[config.mk]
export PLATFORM = sky130hd
export DESIGN_NAME = pc_halt_monitor
export DESIGN_NICKNAME = d
export VERILOG_FILES = /design/src/rtl/pc_halt_monitor.sv
export SDC_FILE = /design/constraint.sdc
export NUM_CORES = 1
export LEC_CHECK = 0
export CORE_MARGIN = 1
export CORE_UTILIZATION = 50
export DETAILED_ROUTE_END_ITERATION = 12
export GPL_TIMING_DRIVEN = 0
export PLACE_DENSITY_LB_ADDON = 0.1
export RECOVER_POWER = 100
export SLEW_MARGIN = 10
export SYNTH_ARGS = -nofsm -noshare
export SYNTH_HDL_FRONTEND = slang
export SYNTH_SLANG_ARGS = --single-unit
[constraint.sdc]
create_clock -name clk -period 5.3 [get_ports clk]
set_clock_uncertainty 0.15 [all_clocks]
set_input_delay 0.53 -clock clk [delete_from_list [all_inputs] [get_ports clk]]
set_output_delay 0.53 -clock clk [all_outputs]
set_load 0.02 [all_outputs]
[src/rtl/pc_halt_monitor.sv]
// Run-control monitor beside the RV32 writeback stage: counts cycles/retires in RUN and
// freezes on a PC breakpoint, a same-PC self-loop, or a cycle-budget timeout.
module pc_halt_monitor #(
  parameter int PC_W        = 32,
  parameter int NUM_BP      = 4,
  parameter int CNT_W       = 32,
  parameter int LOOP_THRESH = 8,
  parameter int MAX_CYCLES  = 0
) (
  input  logic                   clk,
  input  logic                   rst,
  input  logic                   en,
  input  logic                   clear,
  input  logic                   validW,
  input  logic [PC_W-1:0]        pcW,
  input  logic [NUM_BP*PC_W-1:0] bp_addr,
  input  logic [NUM_BP-1:0]      bp_en,
  output logic                   running,
  output logic                   halted,
  output logic [1:0]             halt_cause,
  output logic [PC_W-1:0]        halt_pc,
  output logic [2:0]             hit_idx,
  output logic [CNT_W-1:0]       cycle_cnt,
  output logic [CNT_W-1:0]       retire_cnt
);

  localparam int               REP_W      = $clog2(LOOP_THRESH + 1);
  localparam logic [REP_W-1:0] REP_THRESH = REP_W'(LOOP_THRESH);
  localparam logic [CNT_W-1:0] CYC_LIMIT  = CNT_W'(MAX_CYCLES);

  typedef enum logic [1:0] {
    S_IDLE   = 2'd0,
    S_RUN    = 2'd1,
    S_HALTED = 2'd2
  } state_t;

  state_t            r_state;
  state_t            w_state_next;
  logic [CNT_W-1:0]  r_cycle_cnt;
  logic [CNT_W-1:0]  r_retire_cnt;
  logic [PC_W-1:0]   r_last_pc;
  logic [REP_W-1:0]  r_repeat;
  logic [1:0]        r_halt_cause;
  logic [PC_W-1:0]   r_halt_pc;
  logic [2:0]        r_hit_idx;

  logic              w_active;
  logic              w_retire;
  logic              w_bp_hit;
  logic [2:0]        w_bp_idx;
  logic [REP_W-1:0]  w_rep_next;
  logic              w_bp_event;
  logic              w_loop_event;
  logic              w_to_event;
  logic              w_halt;

  // A RUN cycle with en low is a pure pause: nothing is counted or tracked.
  always_comb begin
    w_active = (r_state == S_RUN) && en;
    w_retire = w_active && validW;

    w_bp_hit = 1'b0;
    w_bp_idx = 3'd0;
    for (int i = NUM_BP - 1; i >= 0; i--) begin
      if (bp_en[i] && (bp_addr[i*PC_W +: PC_W] == pcW)) begin
        w_bp_hit = 1'b1;
        w_bp_idx = 3'(i);
      end
    end

    if (pcW != r_last_pc) begin
      w_rep_next = REP_W'(1);
    end else if (&r_repeat) begin
      w_rep_next = r_repeat;
    end else begin
      w_rep_next = r_repeat + 1'b1;
    end

    w_bp_event   = w_retire && w_bp_hit;
    w_loop_event = w_retire && (w_rep_next == REP_THRESH);
    w_to_event   = w_active && (CYC_LIMIT != '0) && (r_cycle_cnt == CYC_LIMIT - 1'b1);
    w_halt       = w_bp_event || w_loop_event || w_to_event;
  end

  always_comb begin
    w_state_next = r_state;
    case (r_state)
      S_IDLE:   if (en) w_state_next = S_RUN;
      S_RUN: begin
        if (w_halt)   w_state_next = S_HALTED;
        else if (!en) w_state_next = S_IDLE;
      end
      S_HALTED: w_state_next = S_HALTED;
      default:  w_state_next = S_IDLE;
    endcase
    if (clear) w_state_next = S_IDLE;
  end

  always_ff @(posedge clk) begin
    if (rst || clear) begin
      r_state      <= S_IDLE;
      r_cycle_cnt  <= '0;
      r_retire_cnt <= '0;
      r_last_pc    <= '0;
      r_repeat     <= '0;
      r_halt_cause <= 2'd0;
      r_halt_pc    <= '0;
      r_hit_idx    <= 3'd0;
    end else begin
      r_state <= w_state_next;
      if (w_active && !(&r_cycle_cnt)) r_cycle_cnt <= r_cycle_cnt + 1'b1;
      if (w_retire) begin
        if (!(&r_retire_cnt)) r_retire_cnt <= r_retire_cnt + 1'b1;
        r_last_pc <= pcW;
        r_repeat  <= w_rep_next;
      end
      // Only the highest-priority cause is recorded: breakpoint > self-loop > timeout.
      if (w_bp_event) begin
        r_halt_cause <= 2'd1;
        r_halt_pc    <= pcW;
        r_hit_idx    <= w_bp_idx;
      end else if (w_loop_event) begin
        r_halt_cause <= 2'd2;
        r_halt_pc    <= pcW;
      end else if (w_to_event) begin
        r_halt_cause <= 2'd3;
        r_halt_pc    <= validW ? pcW : r_last_pc;
      end
    end
  end

  assign running    = (r_state == S_RUN);
  assign halted     = (r_state == S_HALTED);
  assign halt_cause = r_halt_cause;
  assign halt_pc    = r_halt_pc;
  assign hit_idx    = r_hit_idx;
  assign cycle_cnt  = r_cycle_cnt;
  assign retire_cnt = r_retire_cnt;

endmodule

==> impl_metrics.py <==
metrics = {
    "status": {
        "status": "complete, no violations",
    },
    "yosys": {
        "yosys.area.top_type": "dfxtp_1",
        "syn-num-nets": 1171,
        "synth_top_area_share_pct": 33.6,
        "synth-seq-cells": 138,
        "synth_edf_count": 0,
        "synth_cell_types": 50,
        "synth_area_um2": 8220,
        "synth.avg_cell_area_um2": 8.23,
        "synthArstFlopShare_pct": 0,
        "yosys_warnings": 0,
        "seq_area_frac_synth_pct": 33.6,
        "synth_area_leaders": "dfxtp_1, xor2_1, xnor2_1",
        "syn_inst": 999,
        "synthFlopType": "dfxtp_1",
    },
    "layout": {
        "layout.cells.most_common": "dfxtp_1",
        "mostFrequentLayoutCells": "dfxtp_1, clkdlybuf4s50_1, nand2_1, xor2_1, dlygate4sd3_1",
        "multi_input_area_um2": 4940,
        "drive_gt1_share_pct": 7.01,
        "num-fill-cells": 1328,
        "area_growth_pct": 39.4,
        "regArea_um2": 2760,
        "diodes": 0,
        "stdcell_area_um2": 11500,
        "final_nets": 1428,
    },
    "sta": {
        "worst_slack_ns": 1.32,
        "finalSetupViolCount": 0,
        "max_slew_margin_pct": 4.41,
        "tightest_slew_ns": 1.40,
        "fin_crit_ns": 3.98,
        "fmax_mhz": 251,
        "grt_setup_unrepaired": "no",
        "hold_viol": 0,
        "setup-tns-final_ns": 0,
        "slew_viol_final": 0,
        "timing.final.crit_share_pct": 75.1,
    },
    "routing": {
        "drtPass1Iterations": 7,
        "avgRoutedWirePerCell_um": 17.8,
        "drt_iter0_drc": 571,
        "viasPerCell": 5.49,
        "vias": 8150,
        "drc": 0,
        "wirelength_um": 26500,
        "ant_nets": 0,
    },
    "critical_path": {
        "path_class": "primary input to flip-flop",
        "setup.worst_path.start_class": "primary input",
        "worstRegToRegCells": 8,
        "cp.required_ns": 5.50,
        "critical_path.max_fanout": 10,
        "r2r_slack_ns": 1.86,
        "critPathArrivalTime_ns": 4.18,
        "regToRegEndpoint": "retire_cnt[3]",
        "reg2reg_from": "retire_cnt[14]",
        "endpoint_kind": "flip-flop",
        "critPathLaunch": "bp_addr[3]",
        "crit_path_end": "halt_pc[22]",
    },
    "clock_network": {
        "hold_buffers": 0,
        "cts.sinks": 138,
        "htree_levels": 4,
        "cts_tree": "yes",
        "cts_buffers": 17,
        "cts_setup_buffers": 0,
        "clock_latency_ns": 0.42,
        "path_clk_slew_ns": 0.06,
        "post_cts_resized": 0,
        "max-clock-path-buffers": 2,
        "cts-root-buf": "clkbuf_16",
    },
    "floorplanning": {
        "rows": 46,
        "core_area_um2": 15900,
        "die_area_um2": 17000,
        "die_h_um": 130,
        "initial_core_util_pct": 51.6,
        "io_pins": 272,
        "die_x_um": 130,
    },
    "global_route": {
        "grt_max_degree": 17,
        "grt_overflow": 0,
        "grt_pass1_wl_um": 40300,
        "grt_pass1_vias": 7555,
        "gr-usage-all-layers_pct": 31.8,
        "grt_antenna_before_repair": 0,
    },
    "place": {
        "dp_hpwl_um": 20400,
        "dp_slack_ns": 1.82,
        "gp_congestion": 0.951,
        "placed_cell_area_um2": 10900,
        "port_buffers": 238,
    },
    "flow_run": {
        "cap_violations": 0,
    },
    "pwr": {
        "power.density_nw_per_um2": 240,
        "ir_worst_vdd_mv": 0.227,
        "p_leak_nw": 4.41,
        "finalPower_mw": 2.75,
    },
    "worst_hold_path": {
        "hold_path_class": "primary input to flip-flop",
    },
}
==> how the worst min path moves through the flow <==
stage,to,cells after the start,start
floorplan,r_last_pc[0],2,r_last_pc[0]
global placement,halt_cause[0],2,halt_cause[0]
detailed placement,halt_cause[0],2,halt_cause[0]
CTS,r_last_pc[6],3,pcW[6]
global route,r_last_pc[6],3,pcW[6]
finish,r_last_pc[6],3,pcW[6]
==> flip-flops by register name, summed over array words and instances (netlist names) <==
signal and count:
halt_pc 32, r_state 2, cycle_cnt 32, hit_idx 2, retire_cnt 32, halt_cause 2, r_last_pc 32, r_repeat 4
==> critical path, stage by stage <==
cell and delay, ns:
dlygate4sd3_1 0.56, xor2_1 0.15, nor4_1 0.67, nand4_1 0.15
or4_1 0.60, nand4_1 0.15, clkbuf_1 0.52, clkbuf_1 0.44
o21bai_1 0.23, a21oi_2 0.18
==> cell usage after synthesis (4+ instances only) <==
cell type / instances
nor4_1: 37
nor2_1: 94
buf_4: 6
o21bai_1: 31
xnor2_1: 92
a21o_1: 32
o21ai_0: 5
buf_6: 6
a21oi_2: 30
xor2_1: 127
nand2_1: 127
nor3_1: 20
nand3_1: 34
inv_1: 9
and4_1: 11
clkbuf_1: 35
a21oi_1: 43
nand4_1: 32
and3_1: 11
buf_8: 4
dfxtp_1: 138
or2_2: 4
buf_2: 25
and2_1: 4
==> power breakdown <==
part	switching (mW)	internal (mW)	leakage, nW	total, mW
clock	0.456	0.944	0.335	1.40
combinational	0.146	0.162	2.96	0.308
sequential	0.00137	1.04	1.11	1.04
==> per-stage QoR <==
stage,utilization [%],cells,hold WS [ns]
CTS,72.5,1485,0.259
finish,71.9,1485,0.270
floorplan,-,999,0.300
global route,71.9,1485,0.285
global placement,68.2,1453,0.296
detailed placement,68.2,1453,0.310
==> cell families after synthesis <==
kind of cell	share of synthesized area, %
adder cells (fa/ha/maj)	0.457
other	0.0456
multiplexers	0.122
AO/OA/AOI/OAI	13.3
XOR/XNOR	23.3
buffers and inverters	5.68
AND/OR/NAND/NOR	23.5
flip-flops	33.6
==> final cells by class <==
type,count,share of cell area [%]
buffer,77,3.31
clock buffer,21,3.93
clock inverter,11,2.11
inverter,9,0.295
multi-input combinational,775,43.1
sequential,138,24.1
tap,216,2.36
timing repair buffer,238,20.8
==> layer usage <==
metal | share of wire (%) | track usage [%]
met2 | 49 | 53.9
met3 | 7.2 | 7.18
met5 | 0 | 0
met4 | 2.7 | 11.6
met1 | 41 | 39.4
(Power assumes the default switching activity.)
